File: config.mk
export PLATFORM = sky130hd
export DESIGN_NAME = serial_add_sequencer
export DESIGN_NICKNAME = d
export VERILOG_FILES = /design/src/rtl/serial_add_sequencer.sv
export SDC_FILE = /design/constraint.sdc
export NUM_CORES = 1
export LEC_CHECK = 0
export BUFFER_PORTS_ARGS = -buffer_cell sky130_fd_sc_hd__buf_2
export CAP_MARGIN = 20
export CORE_ASPECT_RATIO = 0.9
export CORE_MARGIN = 5
export CORE_UTILIZATION = 41
export CTS_BUF_LIST = sky130_fd_sc_hd__clkbuf_4 sky130_fd_sc_hd__clkbuf_8 sky130_fd_sc_hd__clkbuf_16
export CTS_CLUSTER_SIZE = 12
export DETAILED_ROUTE_END_ITERATION = 12
export HOLD_SLACK_MARGIN = 0.06
export PLACE_DENSITY = 0.65
export RECOVER_POWER = 100
export SLEW_MARGIN = 10
export SYNTH_ARGS = -nofsm -noshare
export SYNTH_HDL_FRONTEND = slang
export SYNTH_SLANG_ARGS = --single-unit
File: constraint.sdc
create_clock -name clk -period 1.8 [get_ports clk]
set_clock_uncertainty 0.2 [all_clocks]
set_input_delay 0.18 -clock clk [delete_from_list [all_inputs] [get_ports clk]]
set_output_delay 0.18 -clock clk [all_outputs]
set_load 0.02 [all_outputs]
File: src/rtl/serial_add_sequencer.sv
// Bit-serial adder/subtractor: one full adder processes the operands LSB first,
// one bit per clock, then reports the result together with N/Z/C/V flags.

module serial_add_sequencer_fa (
  input  logic a,
  input  logic b,
  input  logic cin,
  output logic sum,
  output logic cout
);
  logic p_s;
  logic g_s;
  logic t_s;

  assign p_s  = a ^ b;
  assign g_s  = a & b;
  assign t_s  = p_s & cin;
  assign sum  = p_s ^ cin;
  assign cout = g_s | t_s;
endmodule

module serial_add_sequencer #(
  parameter int WIDTH = 64
) (
  input  logic             clk,
  input  logic             rst_n,
  input  logic             start,
  input  logic             op_sub,
  input  logic [WIDTH-1:0] a,
  input  logic [WIDTH-1:0] b,
  output logic             busy,
  output logic             done,
  output logic [WIDTH-1:0] result,
  output logic             flag_n,
  output logic             flag_z,
  output logic             flag_c,
  output logic             flag_v
);
  localparam int CW = (WIDTH > 1) ? $clog2(WIDTH) : 1;
  localparam logic [CW-1:0] CNT_LAST = CW'(WIDTH - 1);
  localparam logic [CW-1:0] CNT_ONE  = CW'(1);

  typedef enum logic [1:0] {
    IDLE = 2'b00,
    RUN  = 2'b01,
    DONE = 2'b10
  } state_t;

  state_t           state_q, state_d;
  logic [WIDTH-1:0] a_q, a_d;
  logic [WIDTH-1:0] b_q, b_d;
  logic [WIDTH-1:0] res_q, res_d;
  logic             carry_q, carry_d;
  logic [CW-1:0]    cnt_q, cnt_d;
  logic             done_q, done_d;
  logic             busy_q, busy_d;
  logic             flag_n_q, flag_n_d;
  logic             flag_z_q, flag_z_d;
  logic             flag_c_q, flag_c_d;
  logic             flag_v_q, flag_v_d;

  logic             fa_sum_s;
  logic             fa_cout_s;
  logic [WIDTH-1:0] res_next_s;

  serial_add_sequencer_fa u_fa (
    .a    (a_q[0]),
    .b    (b_q[0]),
    .cin  (carry_q),
    .sum  (fa_sum_s),
    .cout (fa_cout_s)
  );

  assign res_next_s = {fa_sum_s, res_q[WIDTH-1:1]};

  // Next-state and datapath update for the IDLE/RUN/DONE sequencer.
  always_comb begin
    state_d  = state_q;
    a_d      = a_q;
    b_d      = b_q;
    res_d    = res_q;
    carry_d  = carry_q;
    cnt_d    = cnt_q;
    done_d   = 1'b0;
    busy_d   = busy_q;
    flag_n_d = flag_n_q;
    flag_z_d = flag_z_q;
    flag_c_d = flag_c_q;
    flag_v_d = flag_v_q;
    case (state_q)
      IDLE: begin
        if (start) begin
          a_d     = a;
          b_d     = op_sub ? ~b : b;
          carry_d = op_sub;
          cnt_d   = '0;
          busy_d  = 1'b1;
          state_d = RUN;
        end else begin
          busy_d  = 1'b0;
        end
      end
      RUN: begin
        a_d     = {1'b0, a_q[WIDTH-1:1]};
        b_d     = {1'b0, b_q[WIDTH-1:1]};
        res_d   = res_next_s;
        carry_d = fa_cout_s;
        busy_d  = 1'b1;
        if (cnt_q == CNT_LAST) begin
          // MSB cycle: carry_q is the carry into the sign bit, so V is formed here.
          cnt_d    = cnt_q;
          done_d   = 1'b1;
          flag_n_d = fa_sum_s;
          flag_z_d = (res_next_s == '0);
          flag_c_d = fa_cout_s;
          flag_v_d = carry_q ^ fa_cout_s;
          state_d  = DONE;
        end else begin
          cnt_d    = cnt_q + CNT_ONE;
          state_d  = RUN;
        end
      end
      DONE: begin
        busy_d  = 1'b0;
        state_d = IDLE;
      end
      default: begin
        busy_d  = 1'b0;
        state_d = IDLE;
      end
    endcase
  end

  // State and output registers with asynchronous clear.
  always_ff @(posedge clk or negedge rst_n) begin
    if (!rst_n) begin
      state_q  <= IDLE;
      a_q      <= '0;
      b_q      <= '0;
      res_q    <= '0;
      carry_q  <= 1'b0;
      cnt_q    <= '0;
      done_q   <= 1'b0;
      busy_q   <= 1'b0;
      flag_n_q <= 1'b0;
      flag_z_q <= 1'b1;
      flag_c_q <= 1'b0;
      flag_v_q <= 1'b0;
    end else begin
      state_q  <= state_d;
      a_q      <= a_d;
      b_q      <= b_d;
      res_q    <= res_d;
      carry_q  <= carry_d;
      cnt_q    <= cnt_d;
      done_q   <= done_d;
      busy_q   <= busy_d;
      flag_n_q <= flag_n_d;
      flag_z_q <= flag_z_d;
      flag_c_q <= flag_c_d;
      flag_v_q <= flag_v_d;
    end
  end

  assign busy   = busy_q;
  assign done   = done_q;
  assign result = res_q;
  assign flag_n = flag_n_q;
  assign flag_z = flag_z_q;
  assign flag_c = flag_c_q;
  assign flag_v = flag_v_q;
endmodule
==> impl_metrics.env <==
export IMPL_status="finished with violations"
export IMPL_violations="negative setup slack"
export IMPL_ys_flop_type="dfrtp_1"
export IMPL_p_per_area_mw_per_mm2=1404
export IMPL_clockRootBuffer="clkbuf_16"
export IMPL_ir_drop_v=0.0008213
export IMPL_vias=8364
export IMPL_insertion_delay_ps=500
export IMPL_synth_cells=987
export IMPL_holdWs_ps=246.6
export IMPL_overflow=0
export IMPL_slew_violations=0
export IMPL_diodes=0
export IMPL_seq_area_frac_synth_pct=55.36
export IMPL_synth_cell_types=37
export IMPL_htreeDepth=1
export IMPL_start_kind="flop"
export IMPL_area_growth_pct=38.93
export IMPL_syn_cell_area_mm2=0.009359
export IMPL_finalWorstSetupSlack_ps=-33.34
export IMPL_hold_viol=0
export IMPL_worstMarginPinSlew_ps=1116
export IMPL_die_y_um=153.3
export IMPL_clock_sinks=207
export IMPL_viasPerCell=5.106
export IMPL_leakage_nw=6.140
export IMPL_rsz0062_at_grt="yes"
export IMPL_synth_avg_cell_area_um2=9.482
export IMPL_setup_violations=1
export IMPL_maxCapViolCount=0
export IMPL_cp_end_kind="flop"
export IMPL_dr_first_iter_drc_count=680
export IMPL_core_area_mm2=0.02251
export IMPL_crit_path_max_fanout=3
export IMPL_required_ps=2050
export IMPL_die_w_um=169.3
export IMPL_finalNetCount=1457
export IMPL_cts_buffer_depth=3
export IMPL_dp_hpwl_um=14710
export IMPL_grt_total_usage_pct=18.53
export IMPL_drive_gt1_share_pct=18.12
export IMPL_antenna_found_initial=0
export IMPL_hold_class="in2reg"
export IMPL_crit_type="reg2reg"
export IMPL_setup_tns_ps=-33.34
export IMPL_clk_pin_slew_worst_paths_ps=60
export IMPL_multi_input_area_mm2=0.003775
export IMPL_min_period_ps=1833
export IMPL_post_cts_repair_setup_buffers=0
export IMPL_synth_edf_count=0
export IMPL_final_cell_mix="nand2_1 (325), dfrtp_1 (206), buf_2 (143)"
export IMPL_post_drt_wl_per_cell_um=15.66
export IMPL_cts_tree="done"
export IMPL_async_flop_share_pct=100.0
export IMPL_ys_seq_elements=207
export IMPL_drc=0
export IMPL_grt_max_degree=67
export IMPL_wirelength_um=25650
export IMPL_relSlewSlack_pct=25.58
export IMPL_synthesis_nets=1121
export IMPL_grt_pass1_vias=8056
export IMPL_dr_pass1_iters=7
export IMPL_yosysWarnings=0
export IMPL_die_area_mm2=0.02595
export IMPL_initial_utilization_pct=41.57
export IMPL_ant_nets=0
export IMPL_fill_cells=1943
export IMPL_io_buffers=201
export IMPL_critPathArrivalTime_ps=2080
export IMPL_cts_buffers=24
export IMPL_seq_area_mm2=0.005181
export IMPL_ios=202
export IMPL_fin_cells=1638
export IMPL_total_power_mw=18.26
export IMPL_timing_fmax_mhz=545.5
export IMPL_num_rows=52
export IMPL_finalCritPeriodShare_pct=101.9
export IMPL_place_gp_congestion=0.8171
export IMPL_dpl_cell_count=1451
export IMPL_grt_pass1_wl_um=40650
export IMPL_mostFrequentLayoutCell="nand2_1"
==> layer usage <==
metal	global-route usage [%]	share of wire (%)	vias up
li1	-	-	4004
met3	3.125	6.3	56
met2	29.07	47	289
met5	0	0	-
met1	26.53	45	4015
met4	5.519	2.3	0
==> layout make-up <==
cell class	instances	area share (%)
flip-flops and latches	207	39.85
repair buffers	382	22.26
well taps	297	2.858
clock inverters	10	0.4234
inverters	2	0.05774
multi-input cells	706	29.03
clock buffers	34	5.523
==> cells by family after synthesis <==
group,count (synthesis),synth area share [%]
AND/OR/NAND/NOR,494,21.04
flip-flops,207,55.36
AO/OA/AOI/OAI,140,11.84
buffers and inverters,74,4.759
XOR/XNOR,66,6.177
multiplexers,4,0.4679
adder cells (fa/ha/maj),2,0.3476
==> final timing paths <==
kind / start / endpoint / slack, ps / cells past startpoint
max: carry_q / flag_z / -30 / 5
min: a[63] / a_q[63] / 250 / 4
max reg2reg: carry_q / flag_z / -30 / 5
min reg2reg: result[0] / result[0] / 280 / 2
max in group asynchronous: rst_n / b_q[35] / 280 / 3
min in group asynchronous: rst_n / a_q[32] / 320 / 3
==> report_power, final <==
part / switching [mW] / internal (mW) / total [mW]
clock: 1.91 / 2.78 / 4.69
sequential: 1.20 / 6.40 / 7.59
combinational: 3.26 / 2.71 / 5.97
total: 6.37 / 11.9 / 18.3
==> timing repair <==
action / CTS / global route
hold buffers: 140 / 0
resized for setup: 1 / 9
setup endpoints to repair: 1 / 41
cloned: 0 / 3
pin swaps: 1 / 1
endpoints found under the hold margin: 341 / 0
==> worst max-delay path, stage by stage, from the launching register on <==
cell,delay (ps)
dfrtp_1,400
fa_1,540
nor4_2,150
nand4_1,140
nor4_2,190
mux2_1,170
==> Yosys cell counts, types with 2 or more instances <==
cell      count  share of area [%]
nand2_1     326                 13
buf_6         8               0.96
a31oi_1      64                4.3
mux2_1        3               0.36
nand3_1       7               0.37
nor4_1       17                1.1
nand4_1       4               0.27
buf_2        41                2.2
a221o_1      63                6.7
a21o_1        2               0.16
dfrtp_1     206                 55
a21oi_1       3               0.16
o21ai_0       5               0.27
nor3_1        3               0.16
clkbuf_1      6               0.24
inv_1         2              0.080
xnor2_1      65                6.1
buf_4        12               0.96
buf_1         4               0.16
nor2_1      129                5.2
==> flip-flops by register name, indices dropped and copies added, names as in the netlist, 2 cells and up <==
register,count
b_q,64
a_q,64
cnt_q,6
state_q,2
result,64
==> metrics by stage <==
step	util (%)	setup slack (ps)	instance area, um2
floorplan	-	5.466	9359
CTS	57.95	-76.52	13050
detailed placement	48.26	-142.5	10860
global route	57.76	-121.8	13000
finish	57.76	-33.34	13000
global placement	48.26	-95.79	10860
(Power assumes the default switching activity.)
